$ cat config.mk
export PLATFORM = sky130hd
export DESIGN_NAME = rr_mux_arbiter
export DESIGN_NICKNAME = d
export VERILOG_FILES = /design/src/rtl/rr_mux_arbiter_pkg.sv /design/src/rtl/rr_priority_pick.sv /design/src/rtl/scale_mux.sv /design/src/rtl/rr_mux_arbiter.sv
export SDC_FILE = /design/constraint.sdc
export NUM_CORES = 1
export LEC_CHECK = 0
export BUFFER_PORTS_ARGS = -buffer_cell sky130_fd_sc_hd__buf_2
export CAP_MARGIN = 15
export CORE_MARGIN = 2
export CORE_UTILIZATION = 30
export CTS_BUF_LIST = sky130_fd_sc_hd__clkbuf_8
export CTS_CLUSTER_DIAMETER = 30
export DETAILED_ROUTE_END_ITERATION = 12
export PLACE_DENSITY = 0.6
export SETUP_SLACK_MARGIN = 0.5
export SLEW_MARGIN = 30
export SYNTH_ARGS = -nofsm -noshare
export SYNTH_HDL_FRONTEND = slang
export SYNTH_HIERARCHICAL = 1
export SYNTH_SLANG_ARGS = --single-unit
$ cat constraint.sdc
create_clock -name CLK -period 3.4 [get_ports CLK]
set_clock_uncertainty 0.2 [all_clocks]
set_input_delay 0.34 -clock CLK [delete_from_list [all_inputs] [get_ports CLK]]
set_output_delay 0.34 -clock CLK [all_outputs]
set_load 0.02 [all_outputs]
$ cat src/rtl/rr_mux_arbiter_pkg.sv
// Shared definitions for the round-robin mux arbiter: state encoding and requester count.
package rr_mux_arbiter_pkg;
  typedef enum logic {
    IDLE  = 1'b0,
    GRANT = 1'b1
  } state_t;

  localparam int NREQ = 4;
endpackage

$ cat src/rtl/rr_priority_pick.sv
// Combinational round-robin search: first set request bit starting at ptr, wrapping mod 4.
module rr_priority_pick
  import rr_mux_arbiter_pkg::*;
(
  input  logic [NREQ-1:0] req,
  input  logic [1:0]      ptr,
  output logic [1:0]      win,
  output logic            any
);
  logic [1:0] idx;

  always_comb begin
    win = ptr;
    any = 1'b0;
    idx = ptr;
    for (int i = 0; i < NREQ; i++) begin
      idx = ptr + 2'(i);
      if (!any && req[idx]) begin
        win = idx;
        any = 1'b1;
      end
    end
  end
endmodule

$ cat src/rtl/scale_mux.sv
// Two-input data select used as the building block of the arbiter's 4:1 tree.
module scale_mux #(
  parameter int Size = 8
) (
  input  logic [Size-1:0] a,
  input  logic [Size-1:0] b,
  input  logic            sel,
  output logic [Size-1:0] y
);
  assign y = sel ? b : a;
endmodule

$ cat src/rtl/rr_mux_arbiter.sv
// Round-robin arbiter sharing one registered data path among four requesters,
// holding each grant for up to MaxHold transfers.
module rr_mux_arbiter
  import rr_mux_arbiter_pkg::*;
#(
  parameter int Size    = 8,
  parameter int MaxHold = 4
) (
  input  logic            CLK,
  input  logic            RST,
  input  logic [3:0]      REQ,
  input  logic [Size-1:0] DIN0,
  input  logic [Size-1:0] DIN1,
  input  logic [Size-1:0] DIN2,
  input  logic [Size-1:0] DIN3,
  output logic [3:0]      GNT,
  output logic [1:0]      SEL,
  output logic [Size-1:0] OUT,
  output logic            VALID
);
  state_t          state;
  logic [1:0]      ptr;
  logic [7:0]      cnt;
  logic [1:0]      win;
  logic            any;
  logic [Size-1:0] lo_pair;
  logic [Size-1:0] hi_pair;
  logic [Size-1:0] mux_data;

  rr_priority_pick u_pick (
    .req (REQ),
    .ptr (ptr),
    .win (win),
    .any (any)
  );

  // Tree is steered by the registered SEL, so data always follows the held grant.
  scale_mux #(.Size(Size)) u_mux_lo (.a(DIN0), .b(DIN1), .sel(SEL[0]), .y(lo_pair));
  scale_mux #(.Size(Size)) u_mux_hi (.a(DIN2), .b(DIN3), .sel(SEL[0]), .y(hi_pair));
  scale_mux #(.Size(Size)) u_mux_out (.a(lo_pair), .b(hi_pair), .sel(SEL[1]), .y(mux_data));

  always_ff @(posedge CLK or posedge RST) begin
    if (RST) begin
      state <= IDLE;
      ptr   <= 2'd0;
      cnt   <= 8'd0;
      GNT   <= 4'd0;
      SEL   <= 2'd0;
      OUT   <= '0;
      VALID <= 1'b0;
    end else begin
      case (state)
        IDLE: begin
          VALID <= 1'b0;
          if (any) begin
            GNT   <= 4'b0001 << win;
            SEL   <= win;
            cnt   <= 8'd0;
            state <= GRANT;
          end
        end
        GRANT: begin
          if (REQ[SEL]) begin
            OUT   <= mux_data;
            VALID <= 1'b1;
            if (cnt == 8'(MaxHold - 1)) begin
              // Last transfer of the burst; counter parks at zero for the next grant.
              cnt   <= 8'd0;
              GNT   <= 4'd0;
              ptr   <= SEL + 2'd1;
              state <= IDLE;
            end else begin
              cnt <= cnt + 8'd1;
            end
          end else begin
            VALID <= 1'b0;
            GNT   <= 4'd0;
            ptr   <= SEL + 2'd1;
            state <= IDLE;
          end
        end
        default: state <= IDLE;
      endcase
    end
  end
endmodule

Yosys cells after proc, flatten, opt, wreduce, memory -nomap -nowiden

Cells that the tools add are included.

Input bits: 38
Logic and storage cells: 71
Flip-flop bits (word level): 26

Add/sub/neg operators: 5
Eq/ne operators: 5
Order comparisons: 5
Bitwise operators: 1
Reduce and logical (&&, ||, !) cells: 11
Shift-type cells: 1
Muxes and demuxes: 36

Operator list:

| cell                | number |
|---|---|
| $mux 8              | 6 |
| $pmux 8 s2          | 1 |
| $lt 2x3->1 const B  | 5 |
| $mux 1              | 13 |
| $mux 4              | 3 |
| $bmux 1 s2          | 5 |
| $mux 2              | 5 |
| $reduce_and 2->1    | 5 |
| $add 8x1->8 const B | 1 |
| $eq 8x2->1 const B  | 1 |
| $pmux 4 s2          | 1 |
| $add 2x1->2 const B | 2 |
| $add 2x2->2 const B | 2 |
| $ne 2x1->1 const B  | 2 |
| $pmux 1 s2          | 2 |
| $shl 1x2->4 const A | 1 |
| $logic_and 1x1->1   | 3 |
| $logic_not 1->1     | 3 |
| $ne 3x2->1 const B  | 1 |
| $ne 2x2->1 const B  | 1 |
| $not 1->1           | 1 |

Depth between registers and ports, before layout

Word-level depth: 15
Mapped depth: 7
Gate-level depth less buffers: 6

Modules after synthesis

The synthesis kept the hierarchy.

Modules (own cells, without submodules):

| module           | cells each | area an instance (µm²) | times used |
|---|---|---|---|
| rr_mux_arbiter   | 106        | 1207.4                 | 1 |
| scale_mux        | 9          | 131.4                  | 3 |
| rr_priority_pick | 16         | 96.3                   | 1 |

Least setup slack after synthesis

Ideal clock, no wire load.

Path type: reg2reg
From: register SEL[0]
To: register OUT[0]
Stages on the path, launching flop included: 4
Path slack: 1.355 ns
Setup time: 0.125 ns
Arrival time: 1.720 ns
Clock period less this slack: 2.045 ns
Path through: dfrtp_1 > mux4_2 > nand2_2 > mux2_2

Cells in the longest elaborated chain, start to end: 3

RTL lines:

| element                           | line                 | RTL |
|---|---|---|
| start: declaration                | rr_mux_arbiter.sv:17 | `output logic [1:0] SEL,` |
| start signal: assignment          | rr_mux_arbiter.sv:57 | `SEL <= win;` |
| $bmux 1 s2                        | rr_mux_arbiter.sv:63 | `if (REQ[SEL]) begin` |
| $mux 1 (not written as such)      | rr_mux_arbiter.sv:63 |  |
| $reduce_and 2->1 (no source line) | -                    |  |
| end signal: assignment            | rr_mux_arbiter.sv:64 | `OUT <= mux_data;` |
| end: declaration                  | rr_mux_arbiter.sv:18 | `output logic [Size-1:0] OUT,` |

Several ways; a longest one is shown, not always the timed one. The select of a mux whose other input is x is not followed.
A chain may end at the register's enable or synchronous reset.

Final worst setup path

From: register SEL[0]
To: register OUT[6]

Same word-level chain as after synthesis.

==> results by group <==
Yosys
  • Library cells used by synthesis: 38
  • Synth warnings: 6
  • Avg Inst Size Synth: 11.4 um2
  • Synth Flop Type: dfrtp_1
  • Post-synth ARST share: 1.00
  • Post-synth EDFFs: 0
  • Cell Area, Synth: 1700 um2
  • Top cells by area, synth: dfrtp_1 38%, mux2_4 22%, mux2_2 6.6%, nand2_1 3.3%, o21ai_0 2.4%
  • Yosys reg bits: 26
  • Syn Nets: around 190
  • Top-area cell type share of the netlist area: 0.383
  • Register area share after synthesis: 0.383
  • Mapped Cells: 149
  • Synth area leader: dfrtp_1

STA
  • Final setup violation count: 0
  • Hold Vio Cnt, Final: 0
  • Min Tclk post-route: 2.20 ns
  • Max Transition Viols Final: 0
  • Max frequency: 455 MHz
  • Final setup TNS: 0 ns
  • Slew @ Worst Pin: around 0.6 ns
  • Slew margin rel.: 0.599
  • Fin crit share: 0.646
  • RSZ-0062 raised after global routing: no

Power
  • Pwr/cell area: 811 nW/um2
  • Largest vdd supply drop: around 0.28 mV
  • Leak: ~1.0 nW
  • Total power: 1.69 mW

Drt
  • Vias per inst: 4.60
  • DR vias: 1261
  • WL/cell: 11.7 um
  • Drt drc: 0
  • Post-route ant nets: 0
  • Initial DRC Count: 97
  • First-pass detailed-route iteration total: 4
  • DRT Wirelength: 3.22 mm

Global routing
  • Number of global-route vias before repair: 1233
  • Largest net degree at the start of global routing: 27
  • Global route total overflow: 0
  • GR Util All Layers: 0.114
  • First-pass GRT wire length: 5.69 mm
  • Initial antenna violation count: 0

Critical path
  • Reg2reg path depth: 4
  • Crit Path Max Fanout: 21
  • Cell family with the largest share of critical-path delay: multiplexers
  • Worst Path Required: approximately 3.4 ns
  • Worst path slowest cell: mux4_2
  • Reg2reg start: SEL[0]
  • Buf/Inv on CP: 1
  • CP Cell Sequence: buf_4 -> mux4_2 -> nand2_2 -> mux2_2
  • CP peak stage delay: 0.64 ns
  • Reg2reg setup slack: 1.20 ns
  • R2R Path End: OUT[6]
  • Critical path capture point type: flop
  • CP arrival: 2.14 ns
  • Worst setup SP type: flop
  • Setup CP Type: flop to flop

Min path
  • Hold depth: 1
  • Hold crit path type: flop to flop
  • Hold endpoint: OUT[0]
  • Worst hold start: OUT[0]

Placed design
  • IO buf count: 52
  • Post-Place Cell Area: 2010 um2
  • GPL Wtd Cong: 0.768
  • Final HPWL DP: 2.51 mm

Floorplan
  • Row Count: 27
  • Die height: 79.2 um
  • Die width: 79.2 um
  • Total core area: 5470 um2
  • Top Ports: 53
  • Die ar.: ~6300 um2
  • Starting Density: 0.310

CTS
  • TritonCTS Buffers: 3
  • Post-cts sizing count: 0
  • Clock-pin slew on the worst setup and hold paths: 0.09 ns
  • CTS Sinks: 26
  • H-tree depth: 1
  • CTS tree: yes
  • Clock Tree Buf Depth: 2
  • Clk_lat worst skew: 0.27 ns
  • Root Buffer: clkbuf_8

Final layout
  • Fraction of final layout cells sized beyond drive strength 1: 0.495
  • Nets: roughly 240
  • Fin area: 2080 um2
  • Area Growth Syn to Fin: 22.4%
  • N_diodes: 0

Flow run
  • Total of max-cap violations: 0

Run status
  • Status: completed
what timing repair did:
item                                   CTS  global route
endpoints found under the hold margin   26             0
setup buffers                            0             0
hold buffers                             1             0
setup endpoints to repair                0             0
layer usage:
metal | track usage | share of wire
met3 | 0.0273 | 0.063
met4 | 0.0310 | 0.0096
met5 | 0 | 0
met2 | 0.188 | 0.46
met1 | 0.149 | 0.47
through the flow:
step | instances | setup slack [ns] | util | hold WS [ns]
floorplan | 149 | 1.36 | - | 0.180
global placement | 269 | 1.25 | 0.368 | 0.286
detailed placement | 269 | 1.20 | 0.368 | 0.227
CTS | 274 | 1.19 | 0.380 | 0.311
global route | 274 | 1.09 | 0.380 | 0.337
finish | 274 | 1.20 | 0.380 | 0.306
Yosys cell counts (2+ instances only):
master     n
o31ai_1    2
xor2_1     3
inv_1      6
mux2_2    10
buf_6      3
mux2i_1    3
nor2_1     4
or3_1      3
nand3_1    3
nor2b_1    4
dfrtp_1   26
nand2_1   15
and2_1     2
mux2_4    25
a21oi_1    4
a31oi_1    2
o21ai_0    8
nand2b_1   3
o21ai_1    4
flip-flops by register name (all words and copies together), names as in the netlist:
signal	flops
OUT	8
cnt	8
GNT	4
SEL	2
ptr	2
VALID	1
state	1
cell type report:
cell class / instances / area, um2
inverter: 6 / 22.5
sequential: 26 / 651
multi-input combinational: 112 / 982
tap: 72 / 90.1
clock buffer: 4 / 55.1
timing repair buffer: 54 / 278
fill: 567 / 3390
worst reg2reg max path, cell delays in order (launching register included):
cell and delay (ns):
dfrtp_1 0.33, buf_4 0.31, mux4_2 0.65, nand2_2 0.23, mux2_2 0.36
cell families (layout without fill, tap and decap cells):
kind of cell	after synthesis	count (layout)	synth area share
buf+inv	11	64	0.0383
mux	39	39	0.318
compound gates	27	27	0.106
simple gates	42	42	0.131
fa+ha+maj	1	1	0.00737
xor+xnor	3	3	0.0155
flops	26	26	0.383
power breakdown:
group          internal, mW  switching, mW
clock network         0.103         0.0920
logic                 0.493          0.436
registers             0.431          0.131
worst max path at each step:
stage / to / cells past startpoint / from / slack, ns
after global routing: OUT[1] / 4 / SEL[0] / 1.09
after floorplan: OUT[0] / 3 / SEL[0] / 1.36
after global placement: OUT[6] / 4 / SEL[0] / 1.25
after CTS: OUT[0] / 4 / SEL[0] / 1.19
after detailed placement: OUT[1] / 4 / SEL[0] / 1.20
final: OUT[6] / 4 / SEL[0] / 1.20
cell usage in the layout, fill, tap and decap left out, drive strengths merged, types with 3 or more instances in the layout:
| cell type | n |
|---|---|
| a21oi | 4 |
| buf | 53 |
| clkbuf | 4 |
| dfrtp | 26 |
| inv | 6 |
| mux2 | 35 |
| mux2i | 3 |
| nand2 | 16 |
| nand2b | 3 |
| nand3 | 3 |
| nor2 | 4 |
| nor2b | 4 |
| o21ai | 12 |
| or3 | 3 |
| xor2 | 3 |
Note: power is estimated with default switching activity, not from simulation.
